--- src/rtl/conv_layer_sequencer_pkg.sv ---
// conv_layer_sequencer_pkg: shared FSM state type, index width and output-size helper for conv sequencing
package conv_pkg;
  typedef enum logic [1:0] {IDLE, LOAD, DRAIN} seq_state_t;
  localparam int IDX_W = 16;
  function automatic int out_dim(input int in_dim, input int k_dim);
    return in_dim - k_dim + 1;
  endfunction
endpackage

--- src/rtl/conv_layer_sequencer_if.sv ---
// conv_layer_sequencer_if: activation source, conv_layer write/result ports and result echo bundle
interface conv_layer_sequencer_if #(
  parameter int DATA_SIZE = 64,
  parameter int IDX_W = conv_pkg::IDX_W
);
  logic src_valid;
  logic src_ready;
  logic [DATA_SIZE-1:0] src_data;
  logic conv_want_write;
  logic [DATA_SIZE-1:0] conv_write_data;
  logic [2:0][IDX_W-1:0] conv_in_index;
  logic conv_out_valid;
  logic [DATA_SIZE-1:0] conv_out_data;
  logic [2:0][IDX_W-1:0] conv_out_index;
  logic res_valid;
  logic [DATA_SIZE-1:0] res_data;
  logic [2:0][IDX_W-1:0] res_index;
  modport master (
    input src_valid, src_data, conv_out_valid, conv_out_data, conv_out_index,
    output src_ready, conv_want_write, conv_write_data, conv_in_index, res_valid, res_data, res_index
  );
  modport slave (
    output src_valid, src_data, conv_out_valid, conv_out_data, conv_out_index,
    input src_ready, conv_want_write, conv_write_data, conv_in_index, res_valid, res_data, res_index
  );
endinterface

--- src/rtl/conv_layer_sequencer_idx_counter.sv ---
// conv_idx_counter: raster-order col/row/ch counter with clear, increment and last-position flag
module conv_idx_counter #(
  parameter int NUM_INPUTS = 1,
  parameter int INPUT_DIM = 28,
  parameter int IDX_W = conv_pkg::IDX_W
) (
  input  logic             clk,
  input  logic             rst_n,
  input  logic             clr,
  input  logic             inc,
  output logic [IDX_W-1:0] ch,
  output logic [IDX_W-1:0] row,
  output logic [IDX_W-1:0] col,
  output logic             last
);
  logic [IDX_W-1:0] ch_q, ch_d, row_q, row_d, col_q, col_d;
  logic col_end, row_end, ch_end;
  // Wrap col into row into ch; clear wins over increment
  always_comb begin
    col_end = col_q == IDX_W'(INPUT_DIM - 1);
    row_end = row_q == IDX_W'(INPUT_DIM - 1);
    ch_end = ch_q == IDX_W'(NUM_INPUTS - 1);
    col_d = clr ? '0 : inc ? (col_end ? '0 : col_q + IDX_W'(1)) : col_q;
    row_d = clr ? '0 : (inc & col_end) ? (row_end ? '0 : row_q + IDX_W'(1)) : row_q;
    ch_d = clr ? '0 : (inc & col_end & row_end) ? (ch_end ? '0 : ch_q + IDX_W'(1)) : ch_q;
    last = ch_end & row_end & col_end;
  end
  // Index registers
  always_ff @(posedge clk or negedge rst_n) begin
    if (!rst_n) begin
      ch_q <= '0;
      row_q <= '0;
      col_q <= '0;
    end else begin
      ch_q <= ch_d;
      row_q <= row_d;
      col_q <= col_d;
    end
  end
  assign ch = ch_q;
  assign row = row_q;
  assign col = col_q;
endmodule

--- src/rtl/conv_layer_sequencer.sv ---
// conv_layer_sequencer: streams one layer's activations into conv_layer and counts its results to done
module conv_layer_sequencer
  import conv_pkg::*;
#(
  parameter int DATA_SIZE = 64,
  parameter int NUM_INPUTS = 1,
  parameter int INPUT_DIM = 28,
  parameter int NUM_OUTPUTS = 16,
  parameter int KERNEL_DIM = 3,
  parameter int IDX_W = conv_pkg::IDX_W
) (
  input  logic clk,
  input  logic rst_n,
  input  logic start,
  input  logic abort,
  conv_layer_sequencer_if.master bus,
  output logic busy,
  output logic done,
  output logic err_extra
);
  localparam int OUT_DIM = out_dim(INPUT_DIM, KERNEL_DIM);
  localparam int EXPECTED = NUM_OUTPUTS * OUT_DIM * OUT_DIM;
  localparam int CNT_W = $clog2(EXPECTED + 1);
  seq_state_t state_q, state_d;
  logic [CNT_W-1:0] out_cnt_q, out_cnt_d;
  logic [IDX_W-1:0] ch, row, col;
  logic last, src_ready, xfer, idx_clr, cnt_full, fin;
  logic want_q, want_d, res_valid_q, res_valid_d, done_q, done_d, err_q, err_d;
  logic [DATA_SIZE-1:0] wdata_q, wdata_d, res_data_q, res_data_d;
  logic [2:0][IDX_W-1:0] widx_q, widx_d, res_idx_q, res_idx_d;

  conv_idx_counter #(
    .NUM_INPUTS(NUM_INPUTS),
    .INPUT_DIM(INPUT_DIM),
    .IDX_W(IDX_W)
  ) u_idx (
    .clk(clk),
    .rst_n(rst_n),
    .clr(idx_clr),
    .inc(xfer),
    .ch(ch),
    .row(row),
    .col(col),
    .last(last)
  );

  // Handshake and result counting; a counter saturated at EXPECTED stops counting
  always_comb begin
    src_ready = (state_q == LOAD) & ~abort;
    xfer = bus.src_valid & src_ready;
    idx_clr = abort | ((state_q == IDLE) & start);
    cnt_full = out_cnt_q == CNT_W'(EXPECTED);
    out_cnt_d = idx_clr ? '0 : (state_q != IDLE & bus.conv_out_valid & ~cnt_full) ? out_cnt_q + CNT_W'(1) : out_cnt_q;
    fin = out_cnt_d == CNT_W'(EXPECTED);
  end

  // Next state: abort dominates; loading ends on the last accepted activation
  always_comb begin
    state_d = state_q;
    if (abort) state_d = IDLE;
    else
      case (state_q)
        IDLE: state_d = start ? LOAD : IDLE;
        LOAD: state_d = (xfer & last) ? (fin ? IDLE : DRAIN) : LOAD;
        DRAIN: state_d = fin ? IDLE : DRAIN;
        default: state_d = IDLE;
      endcase
  end

  // Outputs: write strobe, result echo, completion and sticky overflow flag
  always_comb begin
    busy = state_q != IDLE;
    done_d = fin & ((state_q == DRAIN) | ((state_q == LOAD) & xfer & last));
    want_d = xfer;
    wdata_d = xfer ? bus.src_data : wdata_q;
    widx_d = xfer ? {ch, row, col} : widx_q;
    res_valid_d = bus.conv_out_valid;
    res_data_d = bus.conv_out_valid ? bus.conv_out_data : res_data_q;
    res_idx_d = bus.conv_out_valid ? bus.conv_out_index : res_idx_q;
    err_d = err_q | (bus.conv_out_valid & ((state_q == IDLE) | cnt_full));
  end

  // State register
  always_ff @(posedge clk or negedge rst_n) begin
    if (!rst_n) state_q <= IDLE;
    else state_q <= state_d;
  end

  // Counter and registered output stage
  always_ff @(posedge clk or negedge rst_n) begin
    if (!rst_n) begin
      out_cnt_q <= '0;
      want_q <= 1'b0;
      wdata_q <= '0;
      widx_q <= '0;
      res_valid_q <= 1'b0;
      res_data_q <= '0;
      res_idx_q <= '0;
      done_q <= 1'b0;
      err_q <= 1'b0;
    end else begin
      out_cnt_q <= out_cnt_d;
      want_q <= want_d;
      wdata_q <= wdata_d;
      widx_q <= widx_d;
      res_valid_q <= res_valid_d;
      res_data_q <= res_data_d;
      res_idx_q <= res_idx_d;
      done_q <= done_d;
      err_q <= err_d;
    end
  end

  assign bus.src_ready = src_ready;
  assign bus.conv_want_write = want_q;
  assign bus.conv_write_data = wdata_q;
  assign bus.conv_in_index = widx_q;
  assign bus.res_valid = res_valid_q;
  assign bus.res_data = res_data_q;
  assign bus.res_index = res_idx_q;
  assign done = done_q;
  assign err_extra = err_q;
endmodule

--- src/flat_wrapper.sv ---
// flat-port wrapper written by rule: the top's interface ports become plain ports
module conv_layer_sequencer_flat import conv_pkg::*;
#(
  parameter int DATA_SIZE = 64,
  parameter int NUM_INPUTS = 1,
  parameter int INPUT_DIM = 28,
  parameter int NUM_OUTPUTS = 16,
  parameter int KERNEL_DIM = 3,
  parameter int IDX_W = conv_pkg::IDX_W
)
  (clk, rst_n, start, abort, busy, done, err_extra, bus_src_valid, bus_src_data, bus_conv_out_valid, bus_conv_out_data, bus_conv_out_index, bus_src_ready, bus_conv_want_write, bus_conv_write_data, bus_conv_in_index, bus_res_valid, bus_res_data, bus_res_index);
  conv_layer_sequencer_if #(.DATA_SIZE(DATA_SIZE), .IDX_W(IDX_W)) bus_i ();
  input  logic clk;
  input  logic rst_n;
  input  logic start;
  input  logic abort;
  output logic busy;
  output logic done;
  output logic err_extra;
  input wire logic [$bits(bus_i.src_valid)-1:0] bus_src_valid;
  input wire logic [$bits(bus_i.src_data)-1:0] bus_src_data;
  input wire logic [$bits(bus_i.conv_out_valid)-1:0] bus_conv_out_valid;
  input wire logic [$bits(bus_i.conv_out_data)-1:0] bus_conv_out_data;
  input wire logic [$bits(bus_i.conv_out_index)-1:0] bus_conv_out_index;
  output wire logic [$bits(bus_i.src_ready)-1:0] bus_src_ready;
  output wire logic [$bits(bus_i.conv_want_write)-1:0] bus_conv_want_write;
  output wire logic [$bits(bus_i.conv_write_data)-1:0] bus_conv_write_data;
  output wire logic [$bits(bus_i.conv_in_index)-1:0] bus_conv_in_index;
  output wire logic [$bits(bus_i.res_valid)-1:0] bus_res_valid;
  output wire logic [$bits(bus_i.res_data)-1:0] bus_res_data;
  output wire logic [$bits(bus_i.res_index)-1:0] bus_res_index;
  assign bus_i.src_valid = bus_src_valid;
  assign bus_i.src_data = bus_src_data;
  assign bus_i.conv_out_valid = bus_conv_out_valid;
  assign bus_i.conv_out_data = bus_conv_out_data;
  assign bus_i.conv_out_index = bus_conv_out_index;
  assign bus_src_ready = bus_i.src_ready;
  assign bus_conv_want_write = bus_i.conv_want_write;
  assign bus_conv_write_data = bus_i.conv_write_data;
  assign bus_conv_in_index = bus_i.conv_in_index;
  assign bus_res_valid = bus_i.res_valid;
  assign bus_res_data = bus_i.res_data;
  assign bus_res_index = bus_i.res_index;
  conv_layer_sequencer #(.DATA_SIZE(DATA_SIZE), .NUM_INPUTS(NUM_INPUTS), .INPUT_DIM(INPUT_DIM), .NUM_OUTPUTS(NUM_OUTPUTS), .KERNEL_DIM(KERNEL_DIM), .IDX_W(IDX_W)) u_core (.clk(clk), .rst_n(rst_n), .start(start), .abort(abort), .bus(bus_i), .busy(busy), .done(done), .err_extra(err_extra));
endmodule
--- config.mk ---
export PLATFORM = sky130hd
export DESIGN_NAME = conv_layer_sequencer_flat
export DESIGN_NICKNAME = d
export VERILOG_FILES = /design/src/rtl/conv_layer_sequencer_pkg.sv /design/src/rtl/conv_layer_sequencer_if.sv /design/src/rtl/conv_layer_sequencer_idx_counter.sv /design/src/rtl/conv_layer_sequencer.sv /design/src/flat_wrapper.sv
export SDC_FILE = /design/constraint.sdc
export NUM_CORES = 1
export LEC_CHECK = 0
export BUFFER_PORTS_ARGS = -buffer_cell sky130_fd_sc_hd__clkbuf_2
export CORE_MARGIN = 1
export CORE_UTILIZATION = 45
export DETAILED_ROUTE_END_ITERATION = 7
export PLACE_DENSITY = 0.73
export SYNTH_ARGS = -nofsm -noshare
export SYNTH_HDL_FRONTEND = slang
export SYNTH_SLANG_ARGS = --single-unit
--- constraint.sdc ---
create_clock -name clk -period 2.55 [get_ports clk]
set_input_delay 0.1275 -clock clk [delete_from_list [all_inputs] [get_ports clk]]
set_output_delay 0.1275 -clock clk [all_outputs]
set_load 0.05 [all_outputs]
==> run summary <==
status = finished with violations
Rows = 59
met1 WL = 14800 um
failing checks = DRC
Critical Setup Path Class = flip-flop to flip-flop
post-route ant nets = 0
max incr delay on CP = 0.57 ns
crit-path max FO = 6
setup TNS = 0 ns
1st-pass router iterations = 8
Post-CTS Setup Bufs = 0
number of flops mapped to enable cells by yosys = 0
Clk Latency, worst-skew pair = 0.56 ns
Yosys top cell area share = 60.1%
PwrDens = 766 nW/um^2
MaxCap Viol Count = 0
Synth Register Bits = 292
DRC errors left = 24
Synth cell types = 61
CTS tree = yes
Routed WL = 37300 um
Fillers = 1907
routability cong. = 0.871
async set-reset flop share out of synthesis = 100%
Initial Utilization = 46.3%
Die Ht = 166 um
H-Tree Depth = 1
Die W = 166 um
uppermost layer routed = met4
placed instance area = 14700 um^2
Worst EP arrival = 2.84 ns
I/O pin total = 412
Sw Ratio = 34.7%
final setup vio count = 0
Max VDD drop = 0.896 mV
Slew Viols, Final = 0
Post-Synthesis Net Count = 1312
WL met3 = 2540 um
worst slew pin tran = 0.746 ns
clk slew on worst S/H paths = 0.06 ns
crit-path cells = inv_1 > ha_1 > nor4b_2 > nand4_1 > nor4_2 > buf_4 > o32ai_1 > dlygate4sd3_1
Total Routing Usage GR = 26.8%
DP Cell Count = 1838
Root Driver = clkbuf_16
initial drt markers = 925
first-pass GRT wire length = 59800 um
post-synthesis sequential area ratio = 60.1%
Worst Path Buf+Inv = 3
Buffers on Ports = 411
Via density = 5.23
share of cells above drive strength 1 = 35.5%
vias = 10900
crit start category = flip-flop
slew margin rel. = 50.3%
fmax = 417 MHz
required time worst endpoint = 2.99 ns
fin area = 17600 um^2
Met2 Wirelength = 18200 um
Syn. warnings = 0
synth top area cells = dfrtp_1 60%, mux2_2 10%, nand2_1 10%
Cell Int Power = 8.79 mW
synthesis-to-layout area growth = 44.5%
Core Region = 26300 um^2
share of total power in the clock network = 35.2%
nets = 1904
crit end category = flip-flop
Max Root-Sink Buffers = 3
Num Clock Sinks = 292
Mapped Cells = 1124
Syn Area/Cell = 10.8 um^2
initial antenna violation count = 3
vias in the first global route = 11200
gr ovfl total = 0
final non-filler cell total = 2078
hpwl dp = 22900 um
Logic pwr share = 25.0%
hold crit path type = primary input to flip-flop
die area = 27700 um^2
cts bufs inserted = 31
Final Hold Fails = 0
synthesized cell area = 12200 um^2
Synth Flop Type = dfrtp_1
most frequent cell after synthesis = nand2_1
Tmin final = 2.40 ns
delay-heaviest family, CP = buffers and inverters
Post-synth top cells = 337 x nand2_1, 292 x dfrtp_1, 113 x mux2_2, 46 x o21ai_0, 37 x nor2_1
post-detailed-route wirelength per cell = 18.0 um
Final Cycle Share = 94.0%
largest net degree at the start of global routing = 117
RSZ-0062 raised after global routing = no
sequential power share = 39.8%
P_sw = 4.68 mW
clk_skew = 0.0114 ns
Pleak = 8.67 nW
Worst path slowest cell = dlygate4sd3_1
leading area contributor after synthesis = dfrtp_1
[metal layers]
metal,up-vias,GRT usage [%]
met4,0,13.1
li1,5011,-
met3,119,5.23
met5,-,0
met2,471,45.7
met1,5263,32.8
[cell usage in the layout, fill, tap and decap left out, types with 23 or more instances in the layout]
cell type and count:
clkbuf_2 409, o21ai_0 46, nand3_1 31, nor2_1 37, nand2_1 337, a21oi_1 26, mux2_2 113, dfrtp_1 292
dlygate4sd3_1 180, clkbuf_16 31, inv_1 23
[worst reg2reg max path, stage by stage, from the launching register on]
cell	delay, ns
dfrtp_1	0.43
inv_1	0.10
ha_1	0.15
nor4b_2	0.25
nand4_1	0.25
nor4_2	0.31
buf_4	0.16
o32ai_1	0.07
dlygate4sd3_1	0.57
[power groups by stage]
stage | sequential, mW | combinational (mW) | clock [mW]
2_1_floorplan | 7.00 | 0.539 | 0
3_3_place_gp | 5.40 | 3.06 | 0
3_5_place_dp | 5.41 | 3.09 | 0
4_1_cts | 5.34 | 3.33 | 4.81
5_1_grt | 5.42 | 3.52 | 5.02
6_report | 5.36 | 3.37 | 4.74
[logic make-up (layout without fill, tap and decap cells)]
group                      after synthesis  in the layout  synth area share [%]
AOI/OAI and AO/OA                      110            110                  5.92
and+or+nand+nor                        504            504                  18.6
adders and majority gates                6              6                 0.617
xor gates and xnor gates                23             23                  1.66
buffers and inverters                   75            691                  2.57
other                                    0              3                     0
muxes                                  114            114                  10.5
DFF                                    292            292                  60.1
[sequential cells by signal, summed over array words and instances, names as in the netlist]
signal                      cells
u_core.u_idx.row               16
u_core.out_cnt_q               14
u_core.bus.res_index           48
u_core.err_extra                1
u_core.bus.conv_write_data     64
u_core.u_idx.col               16
u_core.done                     1
u_core.bus.conv_want_write      1
u_core.bus.res_data            64
u_core.bus.res_valid            1
u_core.u_idx.ch                16
u_core.bus.conv_in_index       48
u_core.state_q                  2
[metrics by stage]
| step | total power [mW] | utilization [%] | worst slack [ns] | hold slack [ns] |
|---|---|---|---|---|
| 6_report | 13.5 | 66.9 | 0.154 | 0.0899 |
| 5_1_grt | 14.0 | 66.9 | 0.0404 | 0.126 |
| 4_1_cts | 13.5 | 66.8 | 0.0782 | 0.0730 |
| 3_5_place_dp | 8.51 | 55.8 | 0.302 | 0.207 |
| 3_3_place_gp | 8.46 | 55.8 | 0.368 | 0.206 |
| 2_1_floorplan | 7.54 | - | 0.168 | -0.168 |
[area by class of cell]
type                    count  area, um^2  share of cell area, %
flip-flops and latches    292        7310                   41.6
multi-input cells         757        4580                   26.0
repair buffers            610        4100                   23.3
clock buffers              40         870                   4.95
well taps                 335         419                   2.38
clock inverters            17         209                   1.19
inverters                  24        91.3                  0.520
diodes                      3        7.51                 0.0427
[path summary, 6_finish.rpt]
kind,cells after the start,startpoint,end,slack (ns)
setup / recovery,8,u_core.u_idx.ch[0],u_core.state_q[0],0.15
hold / removal,2,bus_conv_out_valid,u_core.bus.res_valid,0.09
setup reg to reg,8,u_core.u_idx.ch[0],u_core.state_q[0],0.15
hold reg to reg,2,u_core.bus.conv_write_data[4],u_core.bus.conv_write_data[4],0.47
max in group asynchronous,3,rst_n,u_core.bus.res_data[27],1.60
min in group asynchronous,2,rst_n,u_core.bus.conv_write_data[56],0.18
[timing repair]
item	4_1_cts	5_1_grt
endpoints found under the hold margin	261	0
hold buffers	180	0
endpoints found under the setup margin	0	1
resized for setup	0	4
No activity file was read; power rests on OpenSTA's default activity.
